==> src/rtl/vram_pixel_writer.sv <==
// Write-side companion to the VRAM display reader: packs an ordered 8-bit pixel
// stream into 36-bit ZBT words and writes one word per free hcount slot.
module vram_pixel_writer #(
    parameter int FIFO_AW = 2
) (
    input  logic        clk,
    input  logic        reset,
    input  logic [10:0] hcount,
    input  logic        pix_valid,
    output logic        pix_ready,
    input  logic [7:0]  pix_data,
    input  logic [9:0]  pix_x,
    input  logic [9:0]  pix_y,
    input  logic        flush,
    output logic        vram_we,
    output logic [18:0] vram_addr,
    output logic [35:0] vram_write_data,
    output logic        busy
);
    localparam int DEPTH = 1 << FIFO_AW;
    localparam logic [FIFO_AW:0] FULL_CNT = (FIFO_AW + 1)'(DEPTH);

    logic [31:0]        pk_data;
    logic [18:0]        pk_addr;
    logic               pk_valid;
    logic               flush_pend;

    logic [50:0]        fifo_mem [DEPTH];
    logic [FIFO_AW-1:0] wr_ptr;
    logic [FIFO_AW-1:0] rd_ptr;
    logic [FIFO_AW:0]   count;

    logic               fifo_full;
    logic               fifo_empty;
    logic               accept;
    logic               conflict;
    logic               flush_go;
    logic               push;
    logic               pop;
    logic [18:0]        pix_addr;
    logic [1:0]         lane;
    logic [31:0]        merged;
    logic [50:0]        push_word;

    function automatic logic [31:0] lane_write(input logic [31:0] base,
                                               input logic [1:0]  k,
                                               input logic [7:0]  d);
        logic [31:0] r;
        r = base;
        r[8*k +: 8] = d;
        return r;
    endfunction

    always_comb begin
        fifo_full  = (count == FULL_CNT);
        fifo_empty = (count == '0);
        pix_ready  = reset && !fifo_full;
        accept     = pix_valid && pix_ready;
        pix_addr   = {1'b0, pix_y, pix_x[9:2]};
        lane       = pix_x[1:0];
        conflict   = accept && pk_valid && (pix_addr != pk_addr);
        // A fresh or conflicting pixel starts from an all-zero word.
        merged     = lane_write((pk_valid && !conflict) ? pk_data : 32'd0, lane, pix_data);
        // A flush that lands while the FIFO is full is held until there is room.
        flush_go   = (flush || flush_pend) && pk_valid && !accept && !fifo_full;
        push       = 1'b0;
        push_word  = {pk_addr, pk_data};
        if (conflict || flush_go) begin
            push = 1'b1;
        end else if (accept && lane == 2'd3) begin
            push      = 1'b1;
            push_word = {pix_addr, merged};
        end
        pop        = (hcount[1:0] == 2'd1) && !fifo_empty;
        busy       = pk_valid || !fifo_empty;
    end

    always_ff @(posedge clk) begin
        if (!reset) begin
            pk_valid        <= 1'b0;
            flush_pend      <= 1'b0;
            wr_ptr          <= '0;
            rd_ptr          <= '0;
            count           <= '0;
            vram_we         <= 1'b0;
            vram_addr       <= '0;
            vram_write_data <= '0;
        end else begin
            if (accept)
                pk_valid <= conflict || (lane != 2'd3);
            else if (flush_go)
                pk_valid <= 1'b0;

            if (flush_go || accept)
                flush_pend <= 1'b0;
            else if (flush && pk_valid)
                flush_pend <= 1'b1;

            if (push)
                wr_ptr <= wr_ptr + 1'b1;
            if (pop)
                rd_ptr <= rd_ptr + 1'b1;
            case ({push, pop})
                2'b10:   count <= count + 1'b1;
                2'b01:   count <= count - 1'b1;
                default: count <= count;
            endcase

            // Write slot: phase 1 decides, the strobe lands in phase 2.
            vram_we <= pop;
            if (pop) begin
                vram_addr       <= fifo_mem[rd_ptr][50:32];
                vram_write_data <= {4'b0000, fifo_mem[rd_ptr][31:0]};
            end
        end
    end

    always_ff @(posedge clk) begin
        if (accept) begin
            pk_addr <= pix_addr;
            pk_data <= merged;
        end
        if (push)
            fifo_mem[wr_ptr] <= push_word;
    end
endmodule

==> config.mk <==
export PLATFORM = sky130hd
export DESIGN_NAME = vram_pixel_writer
export DESIGN_NICKNAME = d
export VERILOG_FILES = /design/src/rtl/vram_pixel_writer.sv
export SDC_FILE = /design/constraint.sdc
export NUM_CORES = 1
export LEC_CHECK = 0
export BUFFER_PORTS_ARGS = -buffer_cell sky130_fd_sc_hd__buf_2
export CORE_MARGIN = 1
export CORE_UTILIZATION = 45
export DETAILED_ROUTE_END_ITERATION = 8
export PLACE_DENSITY = 0.65
export SYNTH_ARGS = -nofsm -noshare
export SYNTH_HDL_FRONTEND = slang
export SYNTH_SLANG_ARGS = --single-unit
==> constraint.sdc <==
create_clock -name clk -period 3.1 [get_ports clk]
set_input_delay 0.155 -clock clk [delete_from_list [all_inputs] [get_ports clk]]
set_output_delay 0.155 -clock clk [all_outputs]
set_load 0.01 [all_outputs]
==> flow_metrics.env <==
export IMPL_crit_family="buffers and inverters"
export IMPL_insertion_delay_ns=0.55
export IMPL_rsz0062_at_grt="false"
export IMPL_worstSetupPathType="reg -> reg"
export IMPL_cp_common_cell="buf_4"
export IMPL_vias=7001
export IMPL_fin_crit_sh_pct=94.8
export IMPL_max_slew_margin_rel_pct=52.8
export IMPL_rows=60
export IMPL_ant_nets=0
export IMPL_cts_htree_levels=1
export IMPL_drive_gt1_share_pct=25.2
export IMPL_drc=0
export IMPL_arrival_ns=3.20
export IMPL_required_ns=3.36
export IMPL_p_per_area_mw_per_mm2=601
export IMPL_grt_pass1_wl_mm=40.7
export IMPL_synth_top_cell_area_share_pct=60.1
export IMPL_drt_met1_wl_mm=12.0
export IMPL_place_congestion=0.783
export IMPL_syn_avg_cell_area_sq_um=15.9
export IMPL_pin_count=101
export IMPL_place_ws_ns=0.124
export IMPL_fin_skew_ns=0.0144
export IMPL_hp_class="in -> reg"
export IMPL_yosysTopAreaCell="edfxtp_1"
export IMPL_multi_input_area_sq_mm=0.00353
export IMPL_syn_to_final_growth_pct=16.9
export IMPL_met3_length_mm=1.47
export IMPL_drv_slew=0
export IMPL_cts_tree="done"
export IMPL_grt_overflow=0
export IMPL_maxCapViolations=0
export IMPL_initialDrtViolationCount=571
export IMPL_crit_slowest_cell="a21boi_2"
export IMPL_path_max_fanout=27
export IMPL_setup_viol=0
export IMPL_grt_usage_pct=18.6
export IMPL_seqCellArea_sq_mm=0.00871
export IMPL_ir_drop_mv=0.377
export IMPL_core_sq_mm=0.0271
export IMPL_clockPowerShare_pct=41.2
export IMPL_layout_nets=953
export IMPL_yosysSeqAreaShare_pct=69.7
export IMPL_async_reset_ff_share_pct=0
export IMPL_initial_core_util_pct=46.1
export IMPL_wirelength_mm=25.7
export IMPL_worstSetupEndpointType="flop"
export IMPL_drt_pass1_iterations=5
export IMPL_netlist_area_sq_mm=0.0125
export IMPL_hold_slack_ns=0.0547
export IMPL_status="completed"
export IMPL_p_leak_nw=4.91
export IMPL_hold_viol=0
export IMPL_synth_flop_cell="edfxtp_1"
export IMPL_path_clk_slew_ns=0.06
export IMPL_synth_area_leaders="edfxtp_1, dfxtp_1, mux4_2"
export IMPL_post_route_util_pct=53.9
export IMPL_grt_pass1_vias=7141
export IMPL_setup_tns_ns=0
export IMPL_hpwlAfterDp_mm=15.5
export IMPL_path_cells="xnor2_1 > nand4_1 > nor4_4 > buf_4 > buf_4 > a21boi_2 > nand2b_1 > buf_4 > mux2_1"
export IMPL_wire_per_inst_um=19.8
export IMPL_die_area_sq_mm=0.0284
export IMPL_routed_via_density=5.41
export IMPL_crit_buf_inv=3
export IMPL_cp_slowest_stage_delay_ns=0.53
export IMPL_top_layer="met4"
export IMPL_start_kind="flop"
export IMPL_max_freq_mhz=340
export IMPL_dr_wl_met2_mm=11.7
export IMPL_antenna_found_initial=0
export IMPL_synth_edf_count=250
export IMPL_clockBufferDepth=3
export IMPL_fillerInstances=2193
export IMPL_root_buffer="clkbuf_16"
export IMPL_finalPower_mw=8.78
export IMPL_seqPwrFrac_pct=52.9
export IMPL_worst_slack_ns=0.162
export IMPL_clock_sinks=310
export IMPL_chipWidth_um=169
export IMPL_switchingPower_mw=1.86
export IMPL_cts_buffers=31
export IMPL_antenna_cells=0
export IMPL_period_minus_slack_ns=2.94
export IMPL_die_h_um=169
export IMPL_worst_pin_slew_ns=0.709
export IMPL_ys_seq_elements=310
export IMPL_grt_max_degree=64
export IMPL_internal_power_mw=6.92
export IMPL_io_buffers=86
export IMPL_syn_inst=784
export IMPL_synth_distinct_cells=47
export IMPL_switching_share_pct=21.2
export IMPL_comb_power_share_pct=6.0
export IMPL_ys_warnings_count=0
-- kinds of logic (layout without fill, tap and decap cells) --
kind of cell / after synthesis / count (layout) / share of synthesized area [%]
AO/OA/AOI/OAI: 141 / 141 / 8.69
XOR/XNOR: 20 / 20 / 1.40
adder cells (fa/ha/maj): 11 / 11 / 1.16
buffers and inverters: 68 / 203 / 2.26
flip-flops: 310 / 310 / 69.7
multiplexers: 68 / 68 / 10.6
other: 1 / 5 / 0.0300
AND/OR/NAND/NOR: 165 / 165 / 6.14
-- power groups by stage --
stage | combinational, mW | clock [mW] | sequential (mW)
floorplan | 0.332 | 0 | 4.73
global placement | 0.497 | 0 | 4.73
detailed placement | 0.506 | 0 | 4.73
CTS | 0.527 | 3.71 | 4.64
global route | 0.574 | 3.86 | 4.65
finish | 0.523 | 3.62 | 4.64
-- synthesized netlist by cell type (3+ instances only) --
| cell | n |
|---|---|
| nand4_1 | 4 |
| mux2_1 | 9 |
| and2_1 | 9 |
| dfxtp_1 | 60 |
| a21boi_0 | 52 |
| buf_1 | 19 |
| nand2_1 | 122 |
| ha_1 | 10 |
| inv_1 | 15 |
| edfxtp_1 | 250 |
| nor3_1 | 4 |
| nor2_1 | 4 |
| clkbuf_1 | 26 |
| xor2_1 | 3 |
| a22o_1 | 44 |
| buf_4 | 5 |
| xnor2_1 | 17 |
| mux4_2 | 50 |
| o21ai_0 | 24 |
| nor3b_2 | 6 |
| nand3_1 | 3 |
| mux2_2 | 7 |
| a32o_1 | 12 |
-- sequential cells by signal, summed over array words and instances, names as in the netlist --
register / count
count: 3
fifo_mem: 200
flush_pend: 1
pk_addr: 18
pk_data: 32
pk_valid: 1
rd_ptr: 2
vram_addr: 18
vram_we: 1
vram_write_data: 32
wr_ptr: 2
-- layout by cell type, fill, tap and decap left out, drive strengths merged, types with 2 or more instances in the layout --
cell type and instances:
edfxtp 250, nand2 122, buf 110, dfxtp 60, a21boi 53, mux4 50, clkbuf 45, a22o 44
o21ai 24, dlygate4sd3 20, xnor2 17, inv 17, mux2 16, a32o 12, ha 10, and2 9
nor3b 7, clkinv 7, conb 5, nor3 4, nand4 4, nor2 4, xor2 3, nand3 3
nor2b 2, nand2b 2, a21o 2, or3 2, mux2i 2, clkinvlp 2, bufinv 2, nor4 2
-- layout make-up --
| cell class | instances | share of cell area (%) |
|---|---|---|
| clock buffer | 45 | 5.94 |
| inverter | 16 | 0.411 |
| sequential | 310 | 59.7 |
| tap | 372 | 3.19 |
| timing repair buffer | 130 | 5.81 |
| multi-input combinational | 410 | 24.2 |
| clock inverter | 12 | 0.797 |
-- metrics by stage --
step / instance area (sq um) / instances
6_report: 14600 / 1295
5_1_grt: 14600 / 1295
4_1_cts: 14600 / 1294
3_5_place_dp: 13400 / 1217
3_3_place_gp: 13400 / 1217
2_1_floorplan: 12500 / 788
-- layer usage --
layer / vias up / global-route usage [%]
li1: 3230 / -
met1: 3528 / 27.3
met2: 204 / 28.9
met3: 39 / 3.11
met4: 0 / 4.82
met5: - / 0
-- worst paths after layout --
check	endpoint	cells past startpoint	slack [ns]	from
worst max-delay path	fifo_mem[0][42]	9	0.16	pk_addr[16]
worst min-delay path	pk_data[31]	2	0.05	pix_data[7]
worst min register to register	vram_write_data[16]	2	0.46	vram_write_data[16]
worst max register to register	fifo_mem[0][42]	9	0.16	pk_addr[16]
-- what timing repair did --
item,4_1_cts,5_1_grt
setup buffers,0,1
endpoints found under the hold margin,41,0
setup endpoints to repair,0,1
gates resized for setup,0,3
hold buffers,20,0
No activity file was read; power rests on OpenSTA's default activity.
